$ cat config.mk
export PLATFORM = sky130hd
export DESIGN_NAME = mem_port_arbiter
export DESIGN_NICKNAME = d
export VERILOG_FILES = /design/src/rtl/mem_port_arbiter.sv
export SDC_FILE = /design/constraint.sdc
export NUM_CORES = 1
export LEC_CHECK = 0
export ABC_CLOCK_PERIOD_IN_PS = 2300
export CORE_AREA = 3 3 122 124
export DETAILED_ROUTE_END_ITERATION = 6
export DIE_AREA = 0 0 125 127
export PLACE_DENSITY_LB_ADDON = 0.08
export SLEW_MARGIN = 15
export SYNTH_ARGS = -nofsm -noshare
export SYNTH_HDL_FRONTEND = slang
export SYNTH_SLANG_ARGS = --single-unit
$ cat constraint.sdc
create_clock -name clk_i -period 2.3 [get_ports clk_i]
set_clock_uncertainty 0.1 [all_clocks]
set_input_delay 0.46 -clock clk_i [delete_from_list [all_inputs] [get_ports clk_i]]
set_output_delay 0.46 -clock clk_i [all_outputs]
set_load 0.05 [all_outputs]
$ cat src/rtl/mem_port_arbiter.sv
// rtl/mem_port_arbiter.sv - single-port memory arbiter between instruction fetch and data access
module mem_port_arbiter #(
  parameter int ADDR_W   = 32,
  parameter int DATA_W   = 32,
  parameter int MAX_WAIT = 4
) (
  input  logic              clk_i,
  input  logic              rst_ni,
  input  logic              if_req_i,
  input  logic [ADDR_W-1:0] if_addr_i,
  output logic              if_ack_o,
  output logic [DATA_W-1:0] if_rdata_o,
  input  logic              dm_rd_i,
  input  logic              dm_wr_i,
  input  logic [ADDR_W-1:0] dm_addr_i,
  input  logic [DATA_W-1:0] dm_wdata_i,
  output logic              dm_ack_o,
  output logic [DATA_W-1:0] dm_rdata_o,
  output logic              mem_req_o,
  output logic              mem_we_o,
  output logic [ADDR_W-1:0] mem_addr_o,
  output logic [DATA_W-1:0] mem_wdata_o,
  input  logic [DATA_W-1:0] mem_rdata_i,
  input  logic              mem_ack_i,
  output logic              stall_o,
  output logic              err_o
);

  typedef enum logic [1:0] {ST_IDLE, ST_FETCH, ST_DATA} state_e;

  localparam int CW = 4;
  localparam logic [CW-1:0] MAX_CNT = CW'(MAX_WAIT);

  state_e            state_q, state_d;
  logic [CW-1:0]     starve_q, starve_d;
  logic              mem_req_q, mem_req_d;
  logic              mem_we_q, mem_we_d;
  logic [ADDR_W-1:0] mem_addr_q, mem_addr_d;
  logic [DATA_W-1:0] mem_wdata_q, mem_wdata_d;
  logic              if_ack_q, if_ack_d;
  logic              dm_ack_q, dm_ack_d;
  logic [DATA_W-1:0] if_rdata_q, if_rdata_d;
  logic [DATA_W-1:0] dm_rdata_q, dm_rdata_d;
  logic              err_q, err_d;

  logic dreq;
  logic if_pend;
  logic dm_pend;
  logic starve_full;

  // A port whose ack is showing this cycle is masked so the same request is not served twice.
  assign dreq        = dm_rd_i | dm_wr_i;
  assign if_pend     = if_req_i & ~if_ack_q;
  assign dm_pend     = dreq & ~dm_ack_q;
  assign starve_full = (starve_q == MAX_CNT);

  // Arbitration, transaction tracking and starvation counting.
  always_comb begin
    state_d     = state_q;
    starve_d    = starve_q;
    mem_req_d   = mem_req_q;
    mem_we_d    = mem_we_q;
    mem_addr_d  = mem_addr_q;
    mem_wdata_d = mem_wdata_q;
    if_rdata_d  = if_rdata_q;
    dm_rdata_d  = dm_rdata_q;
    if_ack_d    = 1'b0;
    dm_ack_d    = 1'b0;
    err_d       = 1'b0;
    case (state_q)
      ST_IDLE: begin
        // A completion with nothing outstanding is a protocol error.
        if (mem_ack_i) err_d = 1'b1;
        if (if_pend && (starve_full || !dm_pend)) begin
          state_d    = ST_FETCH;
          mem_req_d  = 1'b1;
          mem_we_d   = 1'b0;
          mem_addr_d = if_addr_i;
          starve_d   = '0;
        end else begin
          if (if_req_i && !starve_full) starve_d = starve_q + 1'b1;
          if (dm_pend) begin
            state_d     = ST_DATA;
            mem_req_d   = 1'b1;
            mem_we_d    = dm_wr_i;
            mem_addr_d  = dm_addr_i;
            mem_wdata_d = dm_wdata_i;
            // Read and write together resolve to a write, flagged as an error.
            if (dm_rd_i && dm_wr_i) err_d = 1'b1;
          end
        end
      end
      ST_FETCH: begin
        if (mem_ack_i) begin
          state_d    = ST_IDLE;
          mem_req_d  = 1'b0;
          if_ack_d   = 1'b1;
          if_rdata_d = mem_rdata_i;
        end
      end
      ST_DATA: begin
        if (if_req_i && !starve_full) starve_d = starve_q + 1'b1;
        if (mem_ack_i) begin
          state_d   = ST_IDLE;
          mem_req_d = 1'b0;
          dm_ack_d  = 1'b1;
          if (!mem_we_q) dm_rdata_d = mem_rdata_i;
        end
      end
      default: state_d = ST_IDLE;
    endcase
  end

  // State and output registers; reset abandons any in-flight access.
  always_ff @(posedge clk_i or negedge rst_ni) begin
    if (!rst_ni) begin
      state_q     <= ST_IDLE;
      starve_q    <= '0;
      mem_req_q   <= 1'b0;
      mem_we_q    <= 1'b0;
      mem_addr_q  <= '0;
      mem_wdata_q <= '0;
      if_ack_q    <= 1'b0;
      dm_ack_q    <= 1'b0;
      if_rdata_q  <= '0;
      dm_rdata_q  <= '0;
      err_q       <= 1'b0;
    end else begin
      state_q     <= state_d;
      starve_q    <= starve_d;
      mem_req_q   <= mem_req_d;
      mem_we_q    <= mem_we_d;
      mem_addr_q  <= mem_addr_d;
      mem_wdata_q <= mem_wdata_d;
      if_ack_q    <= if_ack_d;
      dm_ack_q    <= dm_ack_d;
      if_rdata_q  <= if_rdata_d;
      dm_rdata_q  <= dm_rdata_d;
      err_q       <= err_d;
    end
  end

  assign stall_o     = (if_req_i & ~if_ack_q) | (dreq & ~dm_ack_q);
  assign if_ack_o    = if_ack_q;
  assign dm_ack_o    = dm_ack_q;
  assign if_rdata_o  = if_rdata_q;
  assign dm_rdata_o  = dm_rdata_q;
  assign mem_req_o   = mem_req_q;
  assign mem_we_o    = mem_we_q;
  assign mem_addr_o  = mem_addr_q;
  assign mem_wdata_o = mem_wdata_q;
  assign err_o       = err_q;

endmodule

==> Word-level counts from Yosys, hierarchy flattened <==
Index checks and enable logic that the tools add are counted.
{ "totals": {"register_bits": 139, "input_bits": 134, "output_inout_bits": 134, "elab_cells": 64} }
{ "op_classes": {"add_sub_neg": 1, "eq_ne": 5, "mux": 22, "bitwise": 8, "reduce_logical": 17} }
{ "ops": {"columns": ["operator", "count"], "rows": [
  ["$mux W32", 2],
  ["$mux W1", 12],
  ["$reduce_and A3 Y1", 3],
  ["$mux W4", 2],
  ["$pmux W4 S2", 1],
  ["$mux W2", 3],
  ["$reduce_and A2 Y1", 3],
  ["$reduce_bool A2 Y1", 3],
  ["$add A4 B1 Y4 const B", 1],
  ["$eq A4 B3 Y1 const B", 1],
  ["$not A1 Y1", 4],
  ["$pmux W2 S2", 1],
  ["$logic_and A1 B1 Y1", 3],
  ["$ne A3 B3 Y1 const B", 1],
  ["$and A1 B1 Y1", 2],
  ["$eq A2 B1 Y1 const B", 1],
  ["$eq A2 B2 Y1 const B", 1],
  ["$logic_not A1 Y1", 2],
  ["$logic_not A2 Y1", 1],
  ["$ne A2 B1 Y1 const B", 1],
  ["$or A1 B1 Y1", 2],
  ["$pmux W1 S2", 1],
  ["$reduce_or A2 Y1", 1],
  ["$logic_or A1 B1 Y1", 1]
]} }

==> Depth between registers and ports, before layout <==
Gate-level depths: netlist of run 1.
{ "depth": {"word_depth": 7, "depth_mapped": 8, "depth_no_buf": 6} }

==> Worst setup path after synthesis of run 1 <==
Ideal clock, no wire load.
{ "synth_path": {"path_kind": "reg-to-reg", "start": "register dm_ack_q (netlist: dm_ack_o)", "end": "register mem_req_q (netlist: mem_req_o)", "arrival_time_ps": 1808, "required_time_ps": 2079, "path_slack_ps": 271, "stages_incl_launch_ff": 5, "synth_period_minus_slack_ps": 2029, "path_cell_list": "dfrtp_1 o21bai_1 nand2_1 mux2_2 a22o_1"} }
{ "synth_between": {"elab_chain_cells": 7, "elab_cells_between_ends": 9} }
{ "synth_lines": {"columns": ["element", "line", "rtl"], "rows": [
  ["start, declared", "41", "logic dm_ack_q, dm_ack_d;"],
  ["start signal, assigned", "136", "dm_ack_q <= dm_ack_d;"],
  ["$not A1 Y1 (*)", "54", "assign dm_pend = dreq & ~dm_ack_q;"],
  ["$and A1 B1 Y1 (*)", "54", null],
  ["$logic_not A1 Y1", "74", "if (if_pend && (starve_full || !dm_pend)) begin"],
  ["$logic_or A1 B1 Y1", "74", null],
  ["$logic_and A1 B1 Y1", "74", null],
  ["$ne A3 B3 Y1 (no line) or $mux W1 (tied branches)", null, null],
  ["$reduce_and A3 Y1 (no line) or $pmux W1 S2 (tied branches)", null, null],
  ["end signal, assigned", "131", "mem_req_q <= mem_req_d;"],
  ["end, declared", "36", "logic mem_req_q, mem_req_d;"]
]} }
Every way passes the cells marked *; elsewhere a longest branch is shown, timed or not.
A chain may end at the register's enable or synchronous reset.

==> Worst setup path in the final report of run 1 <==
{ "layout_path": {"start": "input port dm_wr_i", "end": "output port stall_o"} }
{ "layout_between": {"elab_chain_cells": 3} }
{ "layout_lines": {"columns": ["element", "line", "rtl"], "rows": [
  ["start, declared", "14", "input logic dm_wr_i,"],
  ["$or A1 B1 Y1", "52", "assign dreq = dm_rd_i | dm_wr_i;"],
  ["$and A1 B1 Y1", "143", "assign stall_o = (if_req_i & ~if_ack_q) | (dreq & ~dm_ack_q);"],
  ["$or A1 B1 Y1", "143", null],
  ["end, declared", "25", "output logic stall_o,"]
]} }
No other way between the ends.

==> results.json, run 1 <==
{
  "crit_type": "in -> out",
  "placed_area_um2": 8760,
  "synth_edf_count": 0,
  "tightest_slew_ns": 0.557,
  "root_buffer": "clkbuf_16",
  "syn-instance-count": 413,
  "rrSetupSlack_ns": 0.25,
  "p_int_w": 0.00899,
  "critPathCaptureType": "output port",
  "design_area_um2": 9350,
  "cts_buffer_depth": 2,
  "place_ws_ns": -0.00989,
  "r2r-start": "starve_q[1]",
  "io_pins": 268,
  "min_period_over_period": 0.956,
  "numCtsBuffers": 17,
  "gr-usage-all-layers": 0.190,
  "die-width_um": 125,
  "hp-class": "reg -> reg",
  "drive_above_1_share": 0.209,
  "cp_cell_sequence": "clkdlybuf4s50_1 > o21bai_1 > nand2_1 > buf_12",
  "p_switching_w": 0.00772,
  "netSwitchingFraction": 0.462,
  "cts_hold_buf": 1,
  "synth.avg_cell_area_um2": 14.0,
  "async_flop_share": 1.00,
  "maxSlewViolCount": 0,
  "drv_cap": 0,
  "cts_max_level": 4,
  "grt_pass1_wl_mm": 24.0,
  "antenna_cells": 0,
  "critPathMaxStageDelay_ns": 0.45,
  "dpl.hpwl_mm": 11.1,
  "max_slew_margin": 0.627,
  "whs_endpoint": "mem_addr_o[20]",
  "fin_nets": 828,
  "holdPathStages": 2,
  "row_count": 43,
  "yosysSeqAreaShare": 0.601,
  "critPathLaunchType": "primary input",
  "setup_ws_ns": 0.100,
  "mostFrequentLayoutCells": "clkdlybuf4s50_1, dfrtp_1, mux2_2",
  "start_util": 0.417,
  "power_frac_clock": 0.157,
  "synth_cell_type_count": 33,
  "syn_nets": 552,
  "clk_latency_ns": 0.40,
  "fmax_mhz": 455,
  "post_drt_via_cell_ratio": 4.77,
  "antenna_found_initial": 0,
  "areaGrowthSynthToFinish_pct": 61.5,
  "arrival_ns": 1.64,
  "post_cts_buffers": 0,
  "ys_seq_elements": 139,
  "combPwrFrac": 0.582,
  "fin_crit_ns": 2.20,
  "synth_ff_type": "dfrtp_1",
  "yosysWarningCount": 0,
  "initialDrtViolationCount": 195,
  "grt-ovfl-total": 0,
  "powerDensity_nw_per_um2": 1790,
  "p_leak_nw": 4.22,
  "cts_resized": 0,
  "totalWireLength_mm": 14.8,
  "finalSetupViolations": 0,
  "status": "finished clean",
  "rr_worst_depth": 7,
  "vias": 4210,
  "critPathMaxFanout": 4,
  "core-area_um2": 13900,
  "grt_pass1_vias": 4645,
  "dieArea_um2": 15900,
  "port_buffers": 267,
  "final_common_cell": "clkdlybuf4s50_1",
  "worstPathRequired_ns": 1.74,
  "grt_max_degree": 58,
  "drc_errors": 0,
  "hold_violations": 0,
  "wl_per_cell_um": 16.8,
  "slowest_stage": "clkdlybuf4s50_1",
  "hp-start": "mem_addr_o[20]",
  "irDropWorstVdd_v": 0.000831,
  "synth.cell_area_um2": 5790,
  "clk_pin_slew_worst_paths_ns": 0.06,
  "p_seq_frac": 0.261,
  "place_congestion": 0.788,
  "rsz0062_at_grt": "no",
  "firstDrtPassIters": 4,
  "r2r-end": "mem_wdata_o[17]",
  "clock_sinks": 139,
  "fp.dieH_um": 127,
  "ant_nets": 0,
  "cts_tree": "built"
}
## power by group through the flow
| stage | clock (W) | sequential [W] | combinational, W |
|---|---|---|---|
| 6_report | 0.00262 | 0.00435 | 0.00973 |
| 3_3_place_gp | 0 | 0.00430 | 0.00970 |
| 5_1_grt | 0.00280 | 0.00453 | 0.0102 |
| 3_5_place_dp | 0 | 0.00439 | 0.00981 |
| 4_1_cts | 0.00269 | 0.00437 | 0.00983 |
| 2_1_floorplan | 0 | 0.00843 | 0.00236 |
## kinds of logic (layout without fill, tap and decap cells)
family | after synthesis | in the layout | synth area share
flops | 139 | 139 | 0.601
mux | 130 | 130 | 0.265
simple gates | 57 | 57 | 0.0464
compound gates | 52 | 52 | 0.0490
buf+inv | 29 | 318 | 0.0266
fa+ha+maj | 5 | 5 | 0.0108
xor+xnor | 1 | 1 | 0.00151
## metal layers
layer | share of wire | global-route usage | up-vias
met5 | 0 | 0 | -
met4 | 0.012 | 0.0466 | 0
met3 | 0.081 | 0.0778 | 10
met2 | 0.53 | 0.341 | 152
met1 | 0.38 | 0.211 | 2060
li1 | - | - | 1988
## Yosys cell counts, drive strengths merged, types with 2 or more instances
master	number	area share
ha	5	0.011
nor2	4	0.0026
nand2	42	0.027
mux2	97	0.21
o21ai	40	0.035
clkbuf	6	0.0039
mux2i	33	0.057
dfrtp	139	0.60
nand3b	3	0.0060
buf	16	0.018
nand2b	2	0.0022
a21oi	5	0.0043
inv	7	0.0045
## state kept, by name, indices dropped and copies added, names as in the netlist
| register | cells |
|---|---|
| starve_q | 4 |
| mem_wdata_o | 32 |
| mem_req_o | 1 |
| if_ack_o | 1 |
| state_q | 2 |
| err_o | 1 |
| mem_addr_o | 32 |
| dm_rdata_o | 32 |
| mem_we_o | 1 |
| dm_ack_o | 1 |
| if_rdata_o | 32 |
## worst max-delay path by stage
stage / from / end / cells past startpoint
5_1_grt: mem_req_o / mem_req_o / 1
2_1_floorplan: dm_ack_o / mem_req_o / 4
6_report: dm_wr_i / stall_o / 4
3_3_place_gp: dm_wr_i / mem_wdata_o[23] / 6
4_1_cts: dm_ack_o / dm_ack_o / 1
3_5_place_dp: dm_wr_i / mem_wdata_o[1] / 6
## area by class of cell
class                           count  area, µm²
Multi-Input combinational cell    245       2160
Sequential cell                   139       3480
Clock inverter                     12        115
Clock buffer                       20        467
Timing Repair Buffer              279       2880
Fill cell                         996       4530
Inverter                            7       26.3
Tap cell                          180        225
## metrics by stage
step	instances	util	TNS, ns	power (W)	hold slack (ns)
after CTS	882	0.674	0	0.0169	0.383
after floorplan	413	-	0	0.0108	0.0644
final	882	0.674	0	0.0167	0.377
after global routing	882	0.674	0	0.0175	0.411
after detailed placement	849	0.631	-0.0338	0.0142	0.312
after global placement	849	0.631	0	0.0140	0.313
## worst max-delay path, delay by kind of cell
kind | cells | cell delay, ns
and+or+nand+nor | 1 | 0.19
AOI/OAI and AO/OA | 1 | 0.35
buffers and inverters | 2 | 0.64
(Power assumes the default switching activity.)
==> run 2, diff against run 1 <==
- ABC_AREA: unset -> 1
- CORE_AREA: 3 3 122 124 -> 3 3 125 127
- CTS_CLUSTER_DIAMETER: unset -> 30
- DIE_AREA: 0 0 125 127 -> 0 0 128 130
- SLEW_MARGIN: 15 -> unset
==> run 2 against run 1 <==
First-iteration DRC count rose by 50%; hold slack got worse by 0.0060 ns; combinational power shrank 2.3%; cell count rose by 32%; final area up 1.9%; flip-flop and latch count did not move; synthesized cell count increased by 72%; die area up 4.8%; sequential power about the same; clock power down 6%; critical path type is now reg -> out; largest cell class unchanged; largest power group unchanged.
==> results.json, run 2 <==
{
  "status": "finished clean",
  "dpl.hpwl_mm": 12.4,
  "synth.cell_area_um2": 6110,
  "grt_max_degree": 66,
  "synth_cell_type_count": 25,
  "async_flop_share": 1.00,
  "yosys.area_share.simple": 0.270,
  "cts_buffer_depth": 2,
  "cp_cell_sequence": "clkdlybuf4s50_1",
  "dieArea_um2": 16600,
  "finalSetupViolations": 0,
  "hp-start": "mem_wdata_o[8]",
  "place_congestion": 0.820,
  "synth_edf_count": 0,
  "grt_pass1_vias": 5559,
  "start_util": 0.421,
  "io_pins": 268,
  "grt_pass1_wl_mm": 27.8,
  "powerDensity_nw_per_um2": 1710,
  "fin_tns_setup_ns": 0,
  "syn-instance-count": 711,
  "dpl.cell_count": 1135,
  "cts_max_level": 4,
  "critPathLaunchType": "register",
  "synthAdderAreaFrac": 0.0102,
  "arrival_ns": 1.64,
  "yosysMostFrequentCell": "nand2_1",
  "hp-class": "reg -> reg",
  "total_power_w": 0.0163,
  "slowest_stage": "clkdlybuf4s50_1",
  "ant_nets": 0,
  "clk_pin_slew_worst_paths_ns": 0.05,
  "fp.dieH_um": 130,
  "setup.worst_path.start": "dm_ack_o",
  "crit_type": "reg -> out",
  "gr-usage-all-layers": 0.210,
  "fin_crit_ns": 2.20,
  "drive_above_1_share": 0.0580,
  "synth_top_family_by_area": "simple AND/OR/NAND/NOR gates",
  "n_fill_cell": 1217,
  "max_slew_margin": 0.608,
  "port_buffers": 267,
  "yosysTopAreaCell": "dfrtp_1",
  "root_buffer": "clkbuf_16",
  "clk_latency_ns": 0.40,
  "critPathMaxFanout": 3,
  "synth_compound_area_frac": 0.0639,
  "final_common_cell": "clkdlybuf4s50_1",
  "totalWireLength_mm": 17.4,
  "synth_xor_area_frac": 0.00287,
  "core-area_um2": 14500,
  "numCtsBuffers": 17,
  "critPathMaxStageDelay_ns": 0.87,
  "yosys-top-cells-area": "dfrtp_1, nand2_1, nand3_1",
  "final_cells": 1167,
  "mostFrequentLayoutCells": "clkdlybuf4s50_1, nand2_1, dfrtp_1",
  "path_delay_family": "buffers and inverters",
  "row_count": 44,
  "cts_tree": "built",
  "rsz0062_at_grt": "no",
  "rr_worst_depth": 8,
  "p_leak_nw": 4.68,
  "die-width_um": 128,
  "worstPathRequired_ns": 1.74,
  "holdPathStages": 2,
  "drv_cap": 0,
  "maxSlewViolCount": 0,
  "crit_cells": 1,
  "synthMuxAreaShare": 0,
  "firstDrtPassIters": 5,
  "utilization": 0.656,
  "fmax_mhz": 454,
  "synth_commonest_cells": "nand2_1, dfrtp_1, inv_1",
  "vias": 5623,
  "wl_per_cell_um": 14.9,
  "antenna_cells": 0,
  "yosysSeqAreaShare": 0.569,
  "min_period_over_period": 0.958,
  "fin_nets": 1110,
  "post_drt_via_cell_ratio": 4.82,
  "grt-ovfl-total": 0,
  "hold_violations": 0,
  "tightest_slew_ns": 0.585,
  "critPathCaptureType": "output port",
  "irDropWorstVdd_v": 0.00102,
  "r2r-start": "starve_q[0]",
  "synth_top_area_frac": 0.569,
  "syn_nets": 850,
  "initialDrtViolationCount": 293,
  "synth_ff_type": "dfrtp_1",
  "antenna_found_initial": 0,
  "synth.avg_cell_area_um2": 8.60,
  "clock_sinks": 139,
  "drc_errors": 0,
  "areaGrowthSynthToFinish_pct": 55.9,
  "seqCellArea_um2": 3480,
  "post_cts_buffers": 0,
  "yosysWarningCount": 0,
  "crit_buf_inv": 1,
  "multi_input_area_um2": 2120,
  "ys_seq_elements": 139
}
[run 2: cell count changes in the layout (fill, tap and decap cells not counted), moves of 3 or more]
cell	delta
nand2_1	+214
inv_1	+71
nand3_1	+71
mux2_2	-66
mux2i_1	-33
mux2_4	-30
nand3b_1	+30
o21ai_0	+30
buf_4	+5
nand2_2	+5
a21oi_1	-4
buf_12	-3
clkbuf_1	+3
clkinv_4	-3
[run 2: kinds of logic after synthesis]
logic type,after synthesis
adder cells (fa/ha/maj),5
buffers and inverters,120
XOR/XNOR,2
AND/OR/NAND/NOR,372
AO/OA/AOI/OAI,73
flip-flops,139
[run 2: tightest hold or removal path, delay by kind of cell (launching register included)]
| family | cells | cell delay, ns |
|---|---|---|
| flops | 1 | 0.34 |
| simple gates | 2 | 0.10 |
[run 2: final timing paths]
check / to / slack (ns)
max: dm_ack_o / 0.1
min: mem_wdata_o[8] / 0.37
max reg2reg: mem_wdata_o[3] / 0.46
min reg2reg: mem_wdata_o[8] / 0.37
max in group asynchronous: mem_wdata_o[5] / 0.99
min in group asynchronous: mem_addr_o[16] / 0.47
[run 2: final cells by class]
class / count / area share
inverters: 81 / 0.0324
clock buffers: 25 / 0.0530
well taps: 184 / 0.0242
flip-flops and latches: 139 / 0.365
clock inverters: 6 / 0.00394
repair buffers: 280 / 0.298
multi-input cells: 452 / 0.223
[run 2: per-stage QoR]
stage	hold slack (ns)	cell area (µm²)	setup slack, ns
final	0.371	9530	0.0965
after global routing	0.389	9530	0.0568
after CTS	0.372	9530	0.0672
after detailed placement	0.332	8980	0.0367
after global placement	0.336	8980	0.108
after floorplan	0.0644	6110	0.475
[run 2: report_power, final]
group / switching, W / internal [W]
Sequential: 0.000676 / 0.00365
Combinational: 0.00650 / 0.00301
Clock: 0.000963 / 0.00151
[run 2: per-layer routing]
metal,share of wire,track usage,vias to the layer above
met2,0.50,0.342,206
met3,0.087,0.0729,11
met4,0.010,0.0668,0
li1,-,-,2738
met1,0.41,0.263,2668
met5,0,0,-
[run 2: repair_timing]
| action | 4_1_cts | 5_1_grt |
|---|---|---|
| hold endpoints to repair | 46 | 0 |
| hold buffers | 1 | 0 |
| setup endpoints to repair | 0 | 0 |
| gates resized for setup | 0 | 0 |
